## config.mk

```make
export PLATFORM = sky130hd
export DESIGN_NAME = multi_in_port
export DESIGN_NICKNAME = d
export VERILOG_FILES = /design/src/rtl/multi_in_port.sv
export SDC_FILE = /design/constraint.sdc
export NUM_CORES = 1
export LEC_CHECK = 0
export CAP_MARGIN = 20
export CORE_ASPECT_RATIO = 2
export CORE_UTILIZATION = 50
export DETAILED_ROUTE_END_ITERATION = 10
export GPL_TIMING_DRIVEN = 0
export PLACE_DENSITY = 0.81
export SKIP_CTS_REPAIR_TIMING = 1
export SLEW_MARGIN = 10
export SYNTH_ARGS = -nofsm -noshare
export SYNTH_HDL_FRONTEND = slang
export SYNTH_SLANG_ARGS = --single-unit
```

## constraint.sdc

```tcl
create_clock -name Clock -period 3.2 [get_ports Clock]
set_input_delay 0.96 -clock Clock [delete_from_list [all_inputs] [get_ports Clock]]
set_output_delay 0.96 -clock Clock [all_outputs]
set_load 0.005 [all_outputs]
```

## src/rtl/multi_in_port.sv

```systemverilog
// Multi-channel input port: per-channel holding registers filled from external
// sources, read one word at a time by a CPU through a small IDLE/WAIT/HOLD FSM.
// Supports valid/ready capture or strobe capture with overwrite and overrun flags.
module multi_in_port #(
    parameter int WIDTH     = 32,
    parameter int CHANNELS  = 4,
    parameter int HANDSHAKE = 1,
    localparam int SELW     = (CHANNELS > 1) ? $clog2(CHANNELS) : 1
) (
    input  logic                         Clock,
    input  logic                         Clear,
    input  logic [CHANNELS*WIDTH-1:0]    Ext_Data,
    input  logic [CHANNELS-1:0]          Ext_Valid,
    output logic [CHANNELS-1:0]          Ext_Ready,
    input  logic [SELW-1:0]              Ch_Sel,
    input  logic                         InPort_Out,
    input  logic                         Status_Sel,
    input  logic                         Blocking,
    input  logic [CHANNELS-1:0]          Irq_Mask,
    output logic [WIDTH-1:0]             Port_Data,
    output logic                         Read_Done,
    output logic                         Stall,
    output logic                         Irq
);

    typedef enum logic [1:0] {
        ST_IDLE = 2'd0,
        ST_WAIT = 2'd1,
        ST_HOLD = 2'd2
    } state_t;

    state_t               state_q;
    logic [WIDTH-1:0]     port_data_q;
    logic                 read_done_q;
    logic                 irq_q;

    logic [WIDTH-1:0]     hold_q [CHANNELS];
    logic [CHANNELS-1:0]  full_q;
    logic [CHANNELS-1:0]  full_d;
    logic [CHANNELS-1:0]  overrun_q;
    logic [CHANNELS-1:0]  overrun_d;

    logic [CHANNELS-1:0]  capture;
    logic [CHANNELS-1:0]  consume;
    logic [CHANNELS-1:0]  ready;

    logic                 sel_hit;
    logic                 sel_full;
    logic [WIDTH-1:0]     sel_data;
    logic [WIDTH-1:0]     status_word;
    logic                 deliver_data;
    logic                 status_clear;

    // Channel selection mux; an out-of-range Ch_Sel matches nothing and reads as empty
    always_comb begin
        sel_hit  = 1'b0;
        sel_full = 1'b0;
        sel_data = '0;
        for (int i = 0; i < CHANNELS; i++) begin
            if (Ch_Sel == SELW'(i)) begin
                sel_hit  = 1'b1;
                sel_full = full_q[i];
                sel_data = hold_q[i];
            end
        end
    end

    // Status word layout: overrun flags above full flags, zero-extended
    always_comb begin
        status_word                         = '0;
        status_word[CHANNELS-1:0]           = full_q;
        status_word[2*CHANNELS-1:CHANNELS]  = overrun_q;
    end

    // A data word leaves its channel only on the edge that moves the FSM into HOLD
    assign deliver_data = InPort_Out & sel_full &
                          (((state_q == ST_IDLE) & ~Status_Sel) | (state_q == ST_WAIT));
    assign status_clear = (state_q == ST_IDLE) & InPort_Out & Status_Sel;

    genvar gi;
    generate
        for (gi = 0; gi < CHANNELS; gi++) begin : g_chan
            assign consume[gi] = deliver_data & (Ch_Sel == SELW'(gi));

            if (HANDSHAKE != 0) begin : g_hs
                // A consuming edge frees the slot, so a new word may land on the same edge
                assign ready[gi]     = ~full_q[gi] | consume[gi];
                assign capture[gi]   = Ext_Valid[gi] & ready[gi];
                assign overrun_d[gi] = overrun_q[gi] & ~status_clear;
            end else begin : g_strobe
                // Strobes are never refused; an unread word is overwritten and flagged
                assign ready[gi]     = 1'b1;
                assign capture[gi]   = Ext_Valid[gi];
                assign overrun_d[gi] = (Ext_Valid[gi] & full_q[gi] & ~consume[gi]) |
                                       (overrun_q[gi] & ~status_clear);
            end

            assign full_d[gi] = capture[gi] | (full_q[gi] & ~consume[gi]);
        end
    endgenerate

    assign Ext_Ready = ready;

    // Stall covers the whole WAIT state plus the IDLE cycle that commits to waiting
    assign Stall = Clear &
                   ((state_q == ST_WAIT) |
                    ((state_q == ST_IDLE) & InPort_Out & ~Status_Sel &
                     sel_hit & ~sel_full & Blocking));

    // Channel storage, flags and interrupt; Irq follows the flags as they update
    always_ff @(posedge Clock or negedge Clear) begin
        if (!Clear) begin
            for (int i = 0; i < CHANNELS; i++) begin
                hold_q[i] <= '0;
            end
            full_q    <= '0;
            overrun_q <= '0;
            irq_q     <= 1'b0;
        end else begin
            for (int i = 0; i < CHANNELS; i++) begin
                if (capture[i]) begin
                    hold_q[i] <= Ext_Data[i*WIDTH +: WIDTH];
                end
            end
            full_q    <= full_d;
            overrun_q <= overrun_d;
            irq_q     <= |(full_d & Irq_Mask);
        end
    end

    // Read FSM with registered Port_Data and single-cycle Read_Done
    always_ff @(posedge Clock or negedge Clear) begin
        if (!Clear) begin
            state_q     <= ST_IDLE;
            port_data_q <= '0;
            read_done_q <= 1'b0;
        end else begin
            read_done_q <= 1'b0;
            case (state_q)
                ST_IDLE: begin
                    if (InPort_Out) begin
                        if (Status_Sel) begin
                            port_data_q <= status_word;
                            read_done_q <= 1'b1;
                            state_q     <= ST_HOLD;
                        end else if (sel_full) begin
                            port_data_q <= sel_data;
                            read_done_q <= 1'b1;
                            state_q     <= ST_HOLD;
                        end else if (!sel_hit || !Blocking) begin
                            port_data_q <= '0;
                            read_done_q <= 1'b1;
                            state_q     <= ST_HOLD;
                        end else begin
                            state_q     <= ST_WAIT;
                        end
                    end
                end
                ST_WAIT: begin
                    if (!InPort_Out) begin
                        state_q <= ST_IDLE;
                    end else if (sel_full) begin
                        port_data_q <= sel_data;
                        read_done_q <= 1'b1;
                        state_q     <= ST_HOLD;
                    end
                end
                ST_HOLD: begin
                    if (!InPort_Out) begin
                        state_q <= ST_IDLE;
                    end
                end
                default: begin
                    state_q <= ST_IDLE;
                end
            endcase
        end
    end

    assign Port_Data = port_data_q;
    assign Read_Done = read_done_q;
    assign Irq       = irq_q;

endmodule
```

==> results of run 1 <==
state kept, by name, indices dropped and copies added (netlist names):
name       flops
state_q        2
hold_q       128
overrun_q      4
Irq            1
Port_Data     32
full_q         4
Read_Done      1
synth_stat cells:
master and instances:
sky130_fd_sc_hd__clkbuf_1 3, sky130_fd_sc_hd__dfrtp_1 172, sky130_fd_sc_hd__a22oi_1 1, sky130_fd_sc_hd__a22o_1 32
sky130_fd_sc_hd__nor2b_1 6, sky130_fd_sc_hd__inv_4 1, sky130_fd_sc_hd__buf_6 1, sky130_fd_sc_hd__buf_2 20
sky130_fd_sc_hd__nand2b_1 3, sky130_fd_sc_hd__mux4_1 5, sky130_fd_sc_hd__a32o_1 1, sky130_fd_sc_hd__a21oi_1 1
sky130_fd_sc_hd__nor3_1 2, sky130_fd_sc_hd__inv_1 6, sky130_fd_sc_hd__o211a_1 1, sky130_fd_sc_hd__nand2b_2 1
sky130_fd_sc_hd__o41ai_4 4, sky130_fd_sc_hd__o21bai_4 1, sky130_fd_sc_hd__a221o_1 1, sky130_fd_sc_hd__a22o_4 1
sky130_fd_sc_hd__nand2_2 4, sky130_fd_sc_hd__mux4_2 28, sky130_fd_sc_hd__o21ai_0 2, sky130_fd_sc_hd__mux2_4 8
sky130_fd_sc_hd__nand2_1 2, sky130_fd_sc_hd__and3b_1 1, sky130_fd_sc_hd__and2_1 2, sky130_fd_sc_hd__nand3b_1 1
sky130_fd_sc_hd__o21ai_1 1, sky130_fd_sc_hd__nand2_4 1, sky130_fd_sc_hd__nor2b_2 1, sky130_fd_sc_hd__nor2_1 2
sky130_fd_sc_hd__mux2_1 128
through the flow:
| stage | hold WS, ps | TNS (ps) | power, W |
|---|---|---|---|
| floorplan | 456 | 0 | 0.00379 |
| global placement | 465 | -944210 | 0.00435 |
| detailed placement | 472 | -5100 | 0.00447 |
| CTS | 488 | -2750 | 0.00668 |
| global route | 451 | 0 | 0.00695 |
| finish | 430 | 0 | 0.00665 |
metal layers:
metal,share of wire (%),wire (um)
met3,4.1,799
met5,0,0
met1,33,6420
met2,57,11000
met4,6.3,1220
critical path: cells and delay by family:
kind | cells | cell delay (ps)
AOI/OAI and AO/OA | 1 | 140
and+or+nand+nor | 1 | 230
muxes | 1 | 550
buffers and inverters | 2 | 270
power groups by stage:
stage / Sequential, W / Clock, W / Combinational (W)
after CTS: 0.00310 / 0.00223 / 0.00135
after detailed placement: 0.00313 / 0 / 0.00134
after global routing: 0.00317 / 0.00233 / 0.00146
final: 0.00310 / 0.00220 / 0.00134
after global placement: 0.00308 / 0 / 0.00127
after floorplan: 0.00302 / 0 / 0.000769
cell families after synthesis:
| kind of cell | Yosys count |
|---|---|
| compound gates | 46 |
| mux | 169 |
| flops | 172 |
| simple gates | 26 |
| buf+inv | 31 |
worst paths after layout:
path	startpoint	to	slack [ps]
min in group Clock	hold_q[20]$_DFFE_PN0P_	hold_q[20]$_DFFE_PN0P_	490
max reg2reg	state_q[0]$_DFFE_PN0P_	hold_q[10]$_DFFE_PN0P_	960
min reg2reg	hold_q[20]$_DFFE_PN0P_	hold_q[20]$_DFFE_PN0P_	490
max	Ch_Sel[0]	Stall	90
min	Clear	hold_q[6]$_DFFE_PN0P_	430
max in group asynchronous	Clear	hold_q[123]$_DFFE_PN0P_	2000
final cells by class:
cell class | instances | area [sq um]
multi-input cells | 241 | 2980
well taps | 192 | 240
diodes | 2 | 5.00
clock inverters | 14 | 200
inverters | 7 | 28.8
fillers | 990 | 4160
clock buffers | 18 | 439
flip-flops and latches | 172 | 4300
plain buffers | 24 | 129
repair buffers | 193 | 1940
==> impl_summary.md, run 1 <==
Synth
Yosys attributes the largest share of cell area to sky130_fd_sc_hd__dfrtp_1 58%, sky130_fd_sc_hd__mux2_1 19%, sky130_fd_sc_hd__mux4_2 8.5%. The post-synthesis area per instance is 16.7 sq um. The sequential cell area fraction in the yosys report is 58.0%. The fraction of the mapped netlist area in compound gates is 6.52%. The mux cell area share after synthesis is 31.3%. The top cell type's share of synthesized area is 58.0%.

The count of state elements after synthesis is 172. The Yosys step of the flow raised 0 warnings. The adder-cell share of the synthesized area is 0%.

By area, the combinational part of the netlist is dominated by multiplexers. The post-synthesis instance area is 7430 sq um. The synthesized netlist devotes 2.21% of its cell area to simple gates. The synthesized netlist contains 33 unique library cells. The number of nets in the synthesized netlist is 587. The post-synthesis share of cell area spent on xor and xnor gates is 0%.

The number of instances in the synthesized netlist is 444. The largest total area in the synthesized netlist belongs to sky130_fd_sc_hd__dfrtp_1.

CTS
The root buffer cell chosen for the clock tree is sky130_fd_sc_hd__clkbuf_16. The TritonCTS clock tree is yes. The clock tree synthesis step divided the H-tree into 4 levels. Counting the buffers created by CTS gives 17. The clock latency reported for the late side of the worst-skew pair is 430 ps.

The clock sink total is 172. After clock tree synthesis, the clock-pin slew on the worst setup and hold paths is 70 ps. In this run the deepest clock path goes through 2 buffers.

Pwr
The share of total power consumed by net switching is 25.4%. The worst ir drop on vdd is 0.000387 V. Combinational logic burns 20.2% of the power. The total leakage power is 4.50 nW. Of the total power, the clock network draws 33.1%. The share of total power in sequential cells is 46.6%. Summed over all nets, the switching power comes to 0.00169 W. The total internal power is 0.00496 W.

In this run the power density over the cells is 647 nW/um^2.

Finish
The final layout contains 799 nets. The area added between synthesis and finish is 38.3%. The final non-filler cell area is 10,300 sq um.

Once layout is complete, the utilization of the core stands at 71.2%. The finished layout holds 863 standard cells, fillers aside. In the layout the commonest cells are 172 x sky130_fd_sc_hd__dfrtp_1, 172 x sky130_fd_sc_hd__clkdlybuf4s50_1, 128 x sky130_fd_sc_hd__mux2_1.

The post-route netlist has 17.9% of its cells at a drive strength greater than 1.

Placed design
The HPWL after detailed placement is 14,100 um. In this run the cell area measured after placement is 9500 sq um. The count of buffers added on input and output ports is 180.

At the end of routability-driven placement, the weighted congestion stood at 0.879. The worst setup slack before clock tree synthesis is -834 ps. The post-placement cell count is 817.

Floorplan
The number of rows in the core area is 62. For this configuration, the core starts out at a cell density of 51.5%. The die is 174 um tall. The die extent in x is 88.2 um. The core region is 14,400 sq um. The die covers 15,400 sq um. 182 I/O pins were placed.

Timing
For this run, the top clock speed supported by timing is 0.321 GHz. The clock skew is 11.7 ps. Setup violations remaining at the end of the flow were counted as 0.

The relative max-transition margin is 40.5%. The least setup slack across all paths after layout is 89.5 ps. After layout, the minimum clock period comes to 3110 ps.

The worst path uses 97.2% of the clock period. The number of max-slew violations in the final report was 0. The transition at the pin with the smallest max-transition slack is 885 ps. The total count of hold-check failures in the final report was 0.

Setup repair after global routing left no endpoint under its margin.

Detailed routing
The via count is 4,882. The DRC violations left is 0. The routed design has 19,400 um of wire. The ratio of routed vias to standard cells is 5.66. For this block, the initial DRC count from the detailed router was 127. The antenna violation net count after detailed routing is 0.

The first detailed-routing pass took 4 iterations. The wire length per cell after detailed routing is 22.5 um.

GRT
The layer with the highest usage after global routing is met2. The global-route met2 utilization is 48.8%. In the global route stage, met1 resource usage came out at 27.1%. The maximum number of pins on one net before global-route repair is 97. The met3 routing resource usage after global routing is 5.03%.

The first global-routing pass estimated 30,000 um of wire. The number of antenna violations at the first check in global routing was 2. The final global-route overflow total is 0. The global-route total usage across every layer is 27.1%. The number of global-route vias before repair is 5,682.

Setup path
The maximum fanout encountered on the critical timing path is 10. STA classifies the critical path startpoint as a primary input. STA classifies the critical path endpoint as an output pin.

The slowest stage of the critical path belongs to the cell sky130_fd_sc_hd__mux4_2. By startpoint and endpoint, the worst setup path is classified as primary input to output pin. The depth of the most critical reg-to-reg path is 7. The signal on the critical path passes through buf_6 > mux4_2 > and3b_1 > o211a_1 > clkbuf_2.

On the worst path, the slowest cell contributes a delay of 550 ps. The arrival time at the worst endpoint is 2150 ps. The data required time at the worst endpoint is 2240 ps.

Run status
The run finished with clean final reports.

Min path
In this run the worst hold path is classified as primary input to async pin.

Job
The max-cap check violation count is 0.
No activity file was read; power rests on OpenSTA's default activity.
==> run 2, diff against run 1 <==
- SETUP_SLACK_MARGIN: not set -> 0.3
==> impl_summary.md, run 2 (synthesized netlist as in run 1, its figures left out) <==
Detailed routing
The via count is 4,836 (-0.94%). The antenna violation net count after detailed routing is 0 (unchanged). The ratio of routed vias to standard cells is 5.60 (-1.1%). The wire length per cell after detailed routing is 22.4 um (-0.61%). The DRC violations left is 0 (unchanged). The routed wire length is 19,300 um (-0.50%). The detailed-router iteration count before antenna repair is 4 (unchanged). The violation count after the first detailed-routing iteration is 146 (+15%).

Floorplan
The overall die height is 174 um (unchanged). The die extent in x was 88.2 um (unchanged). The die area is 15,400 sq um (unchanged).

The number of rows in the core area came to 62 (unchanged). The placeable core region is 14,400 sq um (unchanged). The initial cell density of the core is 51.5% (unchanged).

The I/O pin count is 182 (unchanged).

Placed design
The final weighted congestion in routability-driven placement is 0.901 (+2.5%). The placed standard-cell area is 9510 sq um (about the same). The port buffer count is 180 (unchanged). The placed wire-length estimate is 14,100 um (about the same).

CTS
The cell sitting at the root of the clock tree is a sky130_fd_sc_hd__clkbuf_16. The TritonCTS buffer count is 17 (unchanged). The clock sink total is 172 (unchanged). TritonCTS built the clock tree. The register clock-pin slew on the reported worst setup and hold paths came to 70 ps (about the same). The number of buffers on the longest clock path came to 2 (unchanged). The clock latency reported for the late side of the worst-skew pair is 430 ps (about the same). The H-tree depth is 4 (unchanged).

Timing
The clock skew is 12.2 ps (+0.539 ps). Setup repair after global routing could not meet its margin everywhere. The setup-violating endpoint count in the final report is 0 (unchanged). The relative max-transition margin was 49.2% (+8.7 points). The share of the clock period used by the worst path after layout is 96.7% (-0.53 points). The maximum clock frequency came to 0.323 GHz (+0.55%). The transition at the pin with the smallest max-transition slack is 755 ps (-130 ps). The number of max-slew violations in the final report came to 0 (unchanged). The time the worst path needs with I/O delays and setup came to 3090 ps (-16.9 ps). The total count of hold-check failures in the final report was 0 (unchanged).

The final setup TNS is 0 ps (unchanged).

Run status
The run finished with clean final reports.

GRT
The first-pass GRT wire length is 29,600 um (-1.2%). The final global-route overflow total came to 0 (unchanged). The maximum number of pins on one net before global-route repair is 103 (+6.2%). The global-route total usage across every layer is 26.6% (-0.53 points). The number of global-route vias before repair is 5,571 (-2.0%). The number of antenna violations at the first check in global routing is 0 (-2).

Setup path
The setup slack of the most critical reg-to-reg path is 1050 ps (+90 ps). The largest stage delay on the critical path is 550 ps (about the same). The maximum fanout encountered on the critical timing path is 5 (-5). The reg-to-reg critical path endpoint is hold_q[94]$_DFFE_PN0P_. The arrival time at the worst endpoint was 2130 ps (-20 ps).

The data required time at the worst endpoint was 2240 ps (about the same). The worst setup path is of the primary input to output pin kind. The master of the slowest instance on the critical path is sky130_fd_sc_hd__mux4_2. The element type at the critical path start is a primary input.

The launching point of the worst reg2reg path is state_q[0]$_DFFE_PN0P_. The depth of the most critical reg-to-reg path is 8 (+1). The worst setup path is captured at an output pin. The signal on the critical path passes through buf_12 > mux4_2 > and3b_1 > o211a_1 > buf_2.

Finish
Leaving out fill and tap cells, the most frequent cell in the layout is sky130_fd_sc_hd__dfrtp_1. The area added between synthesis and finish is 38.3% (about the same). In the layout the commonest cells are 172 x sky130_fd_sc_hd__dfrtp_1, 171 x sky130_fd_sc_hd__clkdlybuf4s50_1, 128 x sky130_fd_sc_hd__mux2_1. The total of fill cells in the finished design is 1,016 (+2.6%).

The final non-filler cell area came to 10,300 sq um (about the same). The register containing the most flip-flops in the final layout is hold_q. The number of inserted diodes is 0 (-2). The fraction of layout instances using a drive strength above 1 is 18.3% (+0.37 points).

The flip-flop count of the largest register, all copies and words added was 128 (unchanged). The number of nets at the end of the flow came to 803 (+0.50%).

Pwr
The total power draw is 0.00647 W (-2.7%). The cell area power density was 630 nW/um^2 (-2.7%). The worst ir drop on vdd is 0.000362 V (-6.5%). The total leakage power is 4.50 nW (about the same).

Min path
The path category of the worst min-delay check is primary input to async pin.

Job
The max-cap check violation count is 0 (unchanged).
-- run 2: cell count changes in the layout (fill, tap and decap cells not counted), sizes merged --
cell	delta
clkbuf	+1
clkinvlp	+1
bufinv	-2
buf	+4
inv	+1
clkinv	-1
clkdlybuf4s50	-1
diode	-2
-- run 2: cell type report --
cell class	instances	area (sq um)	share of cell area (%)
clock buffers	18	429	4.18
repair buffers	197	1990	19.3
well taps	192	240	2.34
multi-input cells	241	2990	29.1
plain buffers	24	138	1.34
clock inverters	13	153	1.49
inverters	7	28.8	0.280
flip-flops and latches	172	4300	41.9
-- run 2: critical path: cells and delay by family --
kind | cells | cell delay, ps
AOI/OAI and AO/OA | 1 | 160
buffers and inverters | 2 | 190
muxes | 1 | 550
and+or+nand+nor | 1 | 260
-- run 2: layer usage --
metal | track usage (%) | vias to the layer above | part of all wire [%]
met5 | 0 | - | 0
met4 | 15.7 | 0 | 5.2
met3 | 4.80 | 54 | 4.3
met2 | 47.8 | 168 | 57
met1 | 27.9 | 2513 | 34
li1 | - | 2101 | -
-- run 2: worst max path at each step --
stage | start | endpoint | slack (ps) | cells after the start
after global placement | Clear | Stall | -5710 | 3
after global routing | Ch_Sel[0] | Stall | 90 | 5
after floorplan | Ch_Sel[0] | Stall | 260 | 4
after detailed placement | Ch_Sel[1] | Stall | -840 | 6
final | Ch_Sel[0] | Stall | 110 | 5
after CTS | Ch_Sel[1] | Stall | -850 | 6
-- run 2: power by group --
part           internal [W]  leakage (nW)  switching (W)
Combinational      0.000912          2.14       0.000433
Sequential          0.00277          2.08       0.000319
Clock               0.00110         0.278       0.000926
Total               0.00479          4.50        0.00168
-- run 2: stage by stage --
stage               util (%)  setup WS [ps]  hold WS [ps]  instances
global placement        65.7          -5710           465        816
global route            71.2           93.5           445        864
detailed placement      65.9           -837           475        817
floorplan                  -            261           456        444
CTS                     69.9           -847           492        848
finish                  71.2            106           414        864
